## src/rtl/usb_tx_sched.sv

```systemverilog
// Two-requester round-robin transmit scheduler. Each packet gets a CRC-16/USB
// trailer (low byte first) and is followed by a fixed number of idle cycles.
module usb_tx_sched #(
  parameter int unsigned GAP = 2
) (
  input  logic       clk,
  input  logic       reset,
  input  logic       req0,
  input  logic       req1,
  input  logic [7:0] data0,
  input  logic [7:0] data1,
  input  logic       last0,
  input  logic       last1,
  output logic       ack0,
  output logic       ack1,
  output logic [7:0] tx_data,
  output logic       tx_valid,
  input  logic       tx_ready,
  output logic       busy,
  output logic       gnt
);

  localparam int unsigned CRC_W = 16;
  localparam int unsigned GAP_W = 4;
  localparam logic [CRC_W-1:0] CRC_INIT = 16'hFFFF;
  localparam logic [CRC_W-1:0] CRC_POLY = 16'hA001;
  localparam logic [GAP_W-1:0] GAP_LOAD = GAP_W'(GAP - 1);

  typedef enum logic [2:0] {
    ST_IDLE,
    ST_DATA,
    ST_CRC_LO,
    ST_CRC_HI,
    ST_GAP
  } state_e;

  state_e           state_q, state_d;
  logic             gnt_q, gnt_d;
  logic             ptr_q, ptr_d;
  logic [CRC_W-1:0] crc_q, crc_d;
  logic [GAP_W-1:0] gap_q, gap_d;

  logic       own_req;
  logic       own_last;
  logic [7:0] own_data;

  // One byte of reflected CRC-16 (LSB first).
  function automatic logic [CRC_W-1:0] crc_step(input logic [CRC_W-1:0] crc,
                                                input logic [7:0]       din);
    logic [CRC_W-1:0] c;
    c = crc ^ {8'h00, din};
    for (int i = 0; i < 8; i++) begin
      c = c[0] ? ((c >> 1) ^ CRC_POLY) : (c >> 1);
    end
    return c;
  endfunction

  assign own_req  = gnt_q ? req1  : req0;
  assign own_last = gnt_q ? last1 : last0;
  assign own_data = gnt_q ? data1 : data0;
  assign busy     = (state_q != ST_IDLE);
  assign gnt      = gnt_q;

  always_ff @(posedge clk or negedge reset) begin
    if (!reset) begin
      state_q <= ST_IDLE;
      gnt_q   <= 1'b0;
      ptr_q   <= 1'b1;
      crc_q   <= CRC_INIT;
      gap_q   <= '0;
    end else begin
      state_q <= state_d;
      gnt_q   <= gnt_d;
      ptr_q   <= ptr_d;
      crc_q   <= crc_d;
      gap_q   <= gap_d;
    end
  end

  always_comb begin
    state_d  = state_q;
    gnt_d    = gnt_q;
    ptr_d    = ptr_q;
    crc_d    = crc_q;
    gap_d    = gap_q;
    tx_valid = 1'b0;
    tx_data  = '0;
    ack0     = 1'b0;
    ack1     = 1'b0;
    case (state_q)
      ST_IDLE: begin
        if (req0 || req1) begin
          // On contention the requester not served last wins.
          gnt_d   = (req0 && req1) ? ~ptr_q : req1;
          crc_d   = CRC_INIT;
          state_d = ST_DATA;
        end
      end
      ST_DATA: begin
        tx_valid = own_req;
        if (own_req) begin
          tx_data = own_data;
        end
        if (own_req && tx_ready) begin
          ack0  = ~gnt_q;
          ack1  = gnt_q;
          crc_d = crc_step(crc_q, own_data);
          if (own_last) begin
            ptr_d   = gnt_q;
            state_d = ST_CRC_LO;
          end
        end
      end
      ST_CRC_LO: begin
        tx_valid = 1'b1;
        tx_data  = ~crc_q[7:0];
        if (tx_ready) begin
          state_d = ST_CRC_HI;
        end
      end
      ST_CRC_HI: begin
        tx_valid = 1'b1;
        tx_data  = ~crc_q[15:8];
        if (tx_ready) begin
          if (GAP == 0) begin
            state_d = ST_IDLE;
          end else begin
            state_d = ST_GAP;
            gap_d   = GAP_LOAD;
          end
        end
      end
      ST_GAP: begin
        if (gap_q == '0) begin
          state_d = ST_IDLE;
        end else begin
          gap_d = gap_q - GAP_W'(1);
        end
      end
      default: state_d = ST_IDLE;
    endcase
  end

endmodule
```

## config.mk

```make
export PLATFORM = sky130hd
export DESIGN_NAME = usb_tx_sched
export DESIGN_NICKNAME = d
export VERILOG_FILES = /design/src/rtl/usb_tx_sched.sv
export SDC_FILE = /design/constraint.sdc
export NUM_CORES = 1
export LEC_CHECK = 0
export BUFFER_PORTS_ARGS = -buffer_cell sky130_fd_sc_hd__buf_2
export CORE_ASPECT_RATIO = 0.5
export CORE_UTILIZATION = 25
export CTS_CLUSTER_DIAMETER = 150
export DETAILED_ROUTE_END_ITERATION = 10
export PLACE_DENSITY = 0.42
export REMOVE_ABC_BUFFERS = 1
export SETUP_SLACK_MARGIN = 0.05
export SYNTH_ARGS = -nofsm -noshare
export SYNTH_HDL_FRONTEND = slang
export SYNTH_SLANG_ARGS = --single-unit
```

## constraint.sdc

```tcl
create_clock -name clk -period 2.8 [get_ports clk]
set_input_delay 0.14 -clock clk [delete_from_list [all_inputs] [get_ports clk]]
set_output_delay 0.14 -clock clk [all_outputs]
set_load 0.02 [all_outputs]
```

### After elaboration in Yosys (flattened, before gate mapping)

Index checks and enable logic that the tools add are counted.

* register bits: 25
* latch bits: 0
* RAM bits: 0
* ROM bits: 0
* bits of input ports: 23
* output and inout bits: 13
* word-level logic and storage cells: 76
* memories: 0

* add/sub/neg operators: 1
* $mul: 0
* div/mod/pow operators: 0
* magnitude comparators: 0
* equal/unequal tests: 11
* shift operators: 0
* mux-type cells: 32
* bitwise operators: 13
* reductions and logical operators: 14

Operator list (number)
* 16-bit two-way mux: 10
* 16-bit case mux with 2 select lines: 1
* 2-bit NOT with 3-bit output: 8
* 8-bit case mux with 3 select lines: 1
* 3-bit two-way mux: 6
* 8-bit two-way mux: 2
* 8-bit NOT: 2
* 16-bit by 8-bit XOR with 16-bit output: 1
* 3-bit case mux with 5 select lines: 1
* 2-bit != test (second input constant): 7
* 3-bit AND reduction: 3
* 4-bit two-way mux: 2
* 4-bit case mux with 2 select lines: 1
* 1-bit two-way mux: 7
* 3-bit by 2-bit == test with 1-bit output (second input constant): 2
* 6-bit AND reduction: 1
* 4-bit zero test: 1
* 2-bit nonzero test: 2
* 4-bit by 1-bit subtractor with 4-bit output (second input constant): 1
* 3-bit by 1-bit == test with 1-bit output (second input constant): 1
* 3-bit == test (second input constant): 1
* 3-bit zero test: 1
* 3-bit nonzero test: 1
* 1-bit logical AND: 2
* 5 further kinds: 6

### Depth between registers and ports, before layout

* word-level depth: 20
* gate-level depth with buffers: 9
* mapped depth without buffers: 9

### Least setup slack after synthesis

OpenSTA, ideal clock, no wires.

* path type: register to output
* start point: register gnt_q (netlist: gnt)
* end point: output port ack0
* arrival: 2.177 ns
* data required time: 2.660 ns
* slack: 0.483 ns
* stages on the path, launching flop included: 10
* cell sequence: dfrtp_1 -> buf_6 -> buf_12 -> a21oi_2 -> or4b_1 -> buf_2 -> or2_4 -> buf_6 -> buf_6 -> nor2_1

* longest elaborated chain between the ends: 4
* elaborated cells on any way between the ends: 5

RTL lines
* from (decl): line 38 `logic gnt_q, gnt_d;`
* from (signal assigned): line 73 `gnt_q <= gnt_d;`
* 1-bit two-way mux: line 58 `assign own_req = gnt_q ? req1 : req0;`
* 1-bit logical AND: line 104 `if (own_req && tx_ready) begin`
* 1-bit two-way mux *: line 104
* 1-bit two-way mux *: line 90 `case (state_q)`
* to (decl): line 14 `output logic ack0,`

Every way passes the cells marked *; elsewhere a longest branch is shown, timed or not.

### Worst setup path after layout

* start point: register gnt_q (netlist: gnt)
* end point: output port ack1

* longest elaborated chain between the ends: 4

RTL lines
* 1-bit two-way mux: line 58
* 1-bit logical AND: line 104
* 1-bit two-way mux *: line 104
* 1-bit two-way mux *: line 90
* to (decl): line 15 `output logic ack1,`

Marks and branches as above.

==> metrics.md <==
| Metric | Value |
|---|---|
| Cells along the critical path | `buf_4, nor2b_2, a21oi_2, or4b_1, or2_4, nor2_1, buf_2` |
| H-tree Lvls | `1` |
| Period utilization | `90.5%` |
| First-pass GRT wire length | `5710 µm` |
| Synthesized area per cell | `10.9 µm²` |
| RR Startpoint | `gnt` |
| Share of cells above drive strength 1 | `41.4%` |
| Crit Path Max Fanout | `20` |
| Cts repair resizes | `0` |
| Total track usage | `11.1%` |
| DP Cell Count | `264` |
| Fmax | `395 MHz` |
| Worst slew pin tran | `0.603 ns` |
| Worst Hold Class | `primary input to register` |
| Port-buffer cells | `35` |
| Number of synthesized register bits | `25` |
| Worst min-delay path endpoint | `gnt` |
| Synth Cell Area | `1600 µm²` |
| Clock skew | `0.00443 ns` |
| Sequential fraction of the synthesis area | `40.4%` |
| Post-synth top flop | `dfstp_2` |
| WP data required | `2.66 ns` |
| Total core area | `6130 µm²` |
| Largest net degree at the start of global routing | `26` |
| Detailed-placement wirelength estimate | `2500 µm` |
| EDFF count, synth | `0` |
| Design Area, Final | `1920 µm²` |
| Hold Path Cell Cnt | `2` |
| Min Hold Slack | `0.219 ns` |
| YS warnings | `0` |
| WS Path Type | `register to output port` |
| Hold Startpoint | `req1` |
| Final Util | `31.4%` |
| Worst Path Arrival | `2.39 ns` |
| Crit end category | `output port` |
| Setup Total Neg Slack | `0 ns` |
| Nets | `206` |
| Antenna violations before repair | `0` |
| RR Endpoint | `crc_q[0]` |
| R2R setup slack | `0.37 ns` |
| DR WL/cell | `12.9 µm` |
| Via density | `4.36` |
| Die Y | `58.6 µm` |
| # diodes | `0` |
| Vias in the first global route | `1,148` |
| Full die area | `6760 µm²` |
| Commonest non-fill, non-tap cell in the layout | `buf_2` |
| Max-Cap Viols | `0` |
| Clock tree buffer depth | `2` |
| Starting Density | `26.1%` |
| Leak | `0.818 nW` |
| Number of core rows | `20` |
| Remaining DRCs | `0` |
| Area Overhead vs Synth | `20.0%` |
| Delay of the slowest critical-path stage | `0.59 ns` |
| Post-Synthesis Cells | `147` |
| Worst Setup Start Kind | `register` |
| Tmin final | `2.53 ns` |
| Most frequent cells in the layout | `35 x buf_2, 17 x dfstp_2, 15 x o22a_1` |
| Drt pass-1 iters | `4` |
| Slew Limit Fails | `0` |
| Cell variety after synth | `37` |
| Total number of vias | `1,174` |
| Clock slew at reported path FFs | `0.07 ns` |
| Worst vdd ir | `0.000491 V` |
| PD cells | `1450 nW/µm²` |
| 1st-iter DRT viols | `26` |
| CTS sink count | `25` |
| Final non-filler cell total | `269` |
| Final weighted congestion in routability-driven placement | `0.730` |
| CTS Buf Count | `3` |
| Worst-Skew Late Latency | `0.26 ns` |
| Top Ports | `36` |
| CTS tree | `done` |
| Remaining Overflow, GRT | `0` |
| Final WL | `3480 µm` |
| Status | `finished, final reports clean` |
| Die W | `115 µm` |
| Slew margin rel. | `59.8%` |
| Final hold violation count | `0` |
| Post-synth ARST share | `100%` |
| DP Area | `1830 µm²` |
| RSZ-0062 raised after global routing | `false` |
| Slowest CP cell | `dfrtp_1` |
| CTS root buffer | `clkbuf_16` |
| Filler cell count | `667` |
| Number of routed nets with antenna violations | `0` |
| Setup violations, final | `0` |
| Reg2reg path depth | `6` |
[stage by stage]
| step | power (W) | setup WS [ns] |
|---|---|---|
| 2_1_floorplan | 0.00209 | 0.411 |
| 3_3_place_gp | 0.00249 | 0.350 |
| 3_5_place_dp | 0.00249 | 0.318 |
| 4_1_cts | 0.00283 | 0.215 |
| 5_1_grt | 0.00300 | 0.113 |
| 6_report | 0.00279 | 0.266 |
[cells by family (layout without fill, tap and decap cells)]
kind of cell | count (synthesis) | after routing | share of synthesized area, %
AO/OA/AOI/OAI | 38 | 38 | 17.5
XOR/XNOR | 22 | 22 | 14.3
adder cells (fa/ha/maj) | 1 | 1 | 0.781
buffers and inverters | 16 | 50 | 6.48
flip-flops | 25 | 25 | 40.4
multiplexers | 17 | 17 | 11.6
AND/OR/NAND/NOR | 28 | 28 | 9.06
[how the worst max path moves through the flow]
stage                     start       end
after floorplan             gnt  crc_q[0]
after global placement      gnt  crc_q[0]
after detailed placement    gnt  crc_q[0]
after CTS                   gnt      ack1
after global routing        gnt      ack0
final                       gnt      ack1
[sequential cells by signal, summed over array words and instances (netlist names)]
| register | cells |
|---|---|
| ptr_q | 1 |
| gnt | 1 |
| state_q | 3 |
| gap_q | 4 |
| crc_q | 16 |
[cell usage after synthesis, types with 2 or more instances]
master    count  area (µm²)
a21oi_1       3        15.0
a32o_1        2        20.0
buf_1         2        7.51
buf_6         3        33.8
dfrtp_1       8         200
dfstp_2      17         447
inv_1         7        26.3
mux2_2        9         101
mux2i_1       7        70.1
nand2_1       4        15.0
nand2b_1      2        12.5
nand3_1       2        10.0
nor2_1        9        33.8
nor3_1        5        25.0
o21a_1        2        15.0
o21ai_0       5        25.0
o22a_1       15         131
o22ai_1       9        56.3
xnor2_1      12         105
xor2_1        7        61.3
[timing repair]
action / in CTS / in global routing
endpoints found under the hold margin: 8 / 0
buffers inserted: 0 / 0
hold buffers: 1 / 0
[routing by layer]
layer | vias up | wire, µm | part of all wire [%] | global-route usage (%)
met2 | 8 | 1580 | 45 | 17.8
met3 | 2 | 88 | 2.5 | 2.68
li1 | 594 | - | - | -
met4 | 0 | 25 | 0.72 | 2.23
met5 | - | 0 | 0 | 0
met1 | 570 | 1790 | 51 | 15.5
[layout make-up]
| cell class | instances | area [µm²] | area share [%] |
|---|---|---|---|
| inverter | 7 | 26.3 | 1.37 |
| timing repair buffer | 39 | 208 | 10.8 |
| multi-input combinational | 106 | 852 | 44.3 |
| clock inverter | 1 | 5.00 | 0.260 |
| clock buffer | 3 | 75.1 | 3.90 |
| tap | 88 | 110 | 5.73 |
| sequential | 25 | 647 | 33.6 |
[critical path, delay by kind of cell (launching register included)]
family / cells / cell delay (ns)
simple gates: 4 / 1.07
buf+inv: 2 / 0.44
compound gates: 1 / 0.04
flops: 1 / 0.59
[power breakdown]
part	internal [W]	switching (W)	leakage, nW
sequential	0.000577	0.000182	0.279
combinational	0.000888	0.000820	0.498
clock	0.000193	0.000129	0.0409
total	0.00166	0.00113	0.818
No activity file was read; power rests on OpenSTA's default activity.
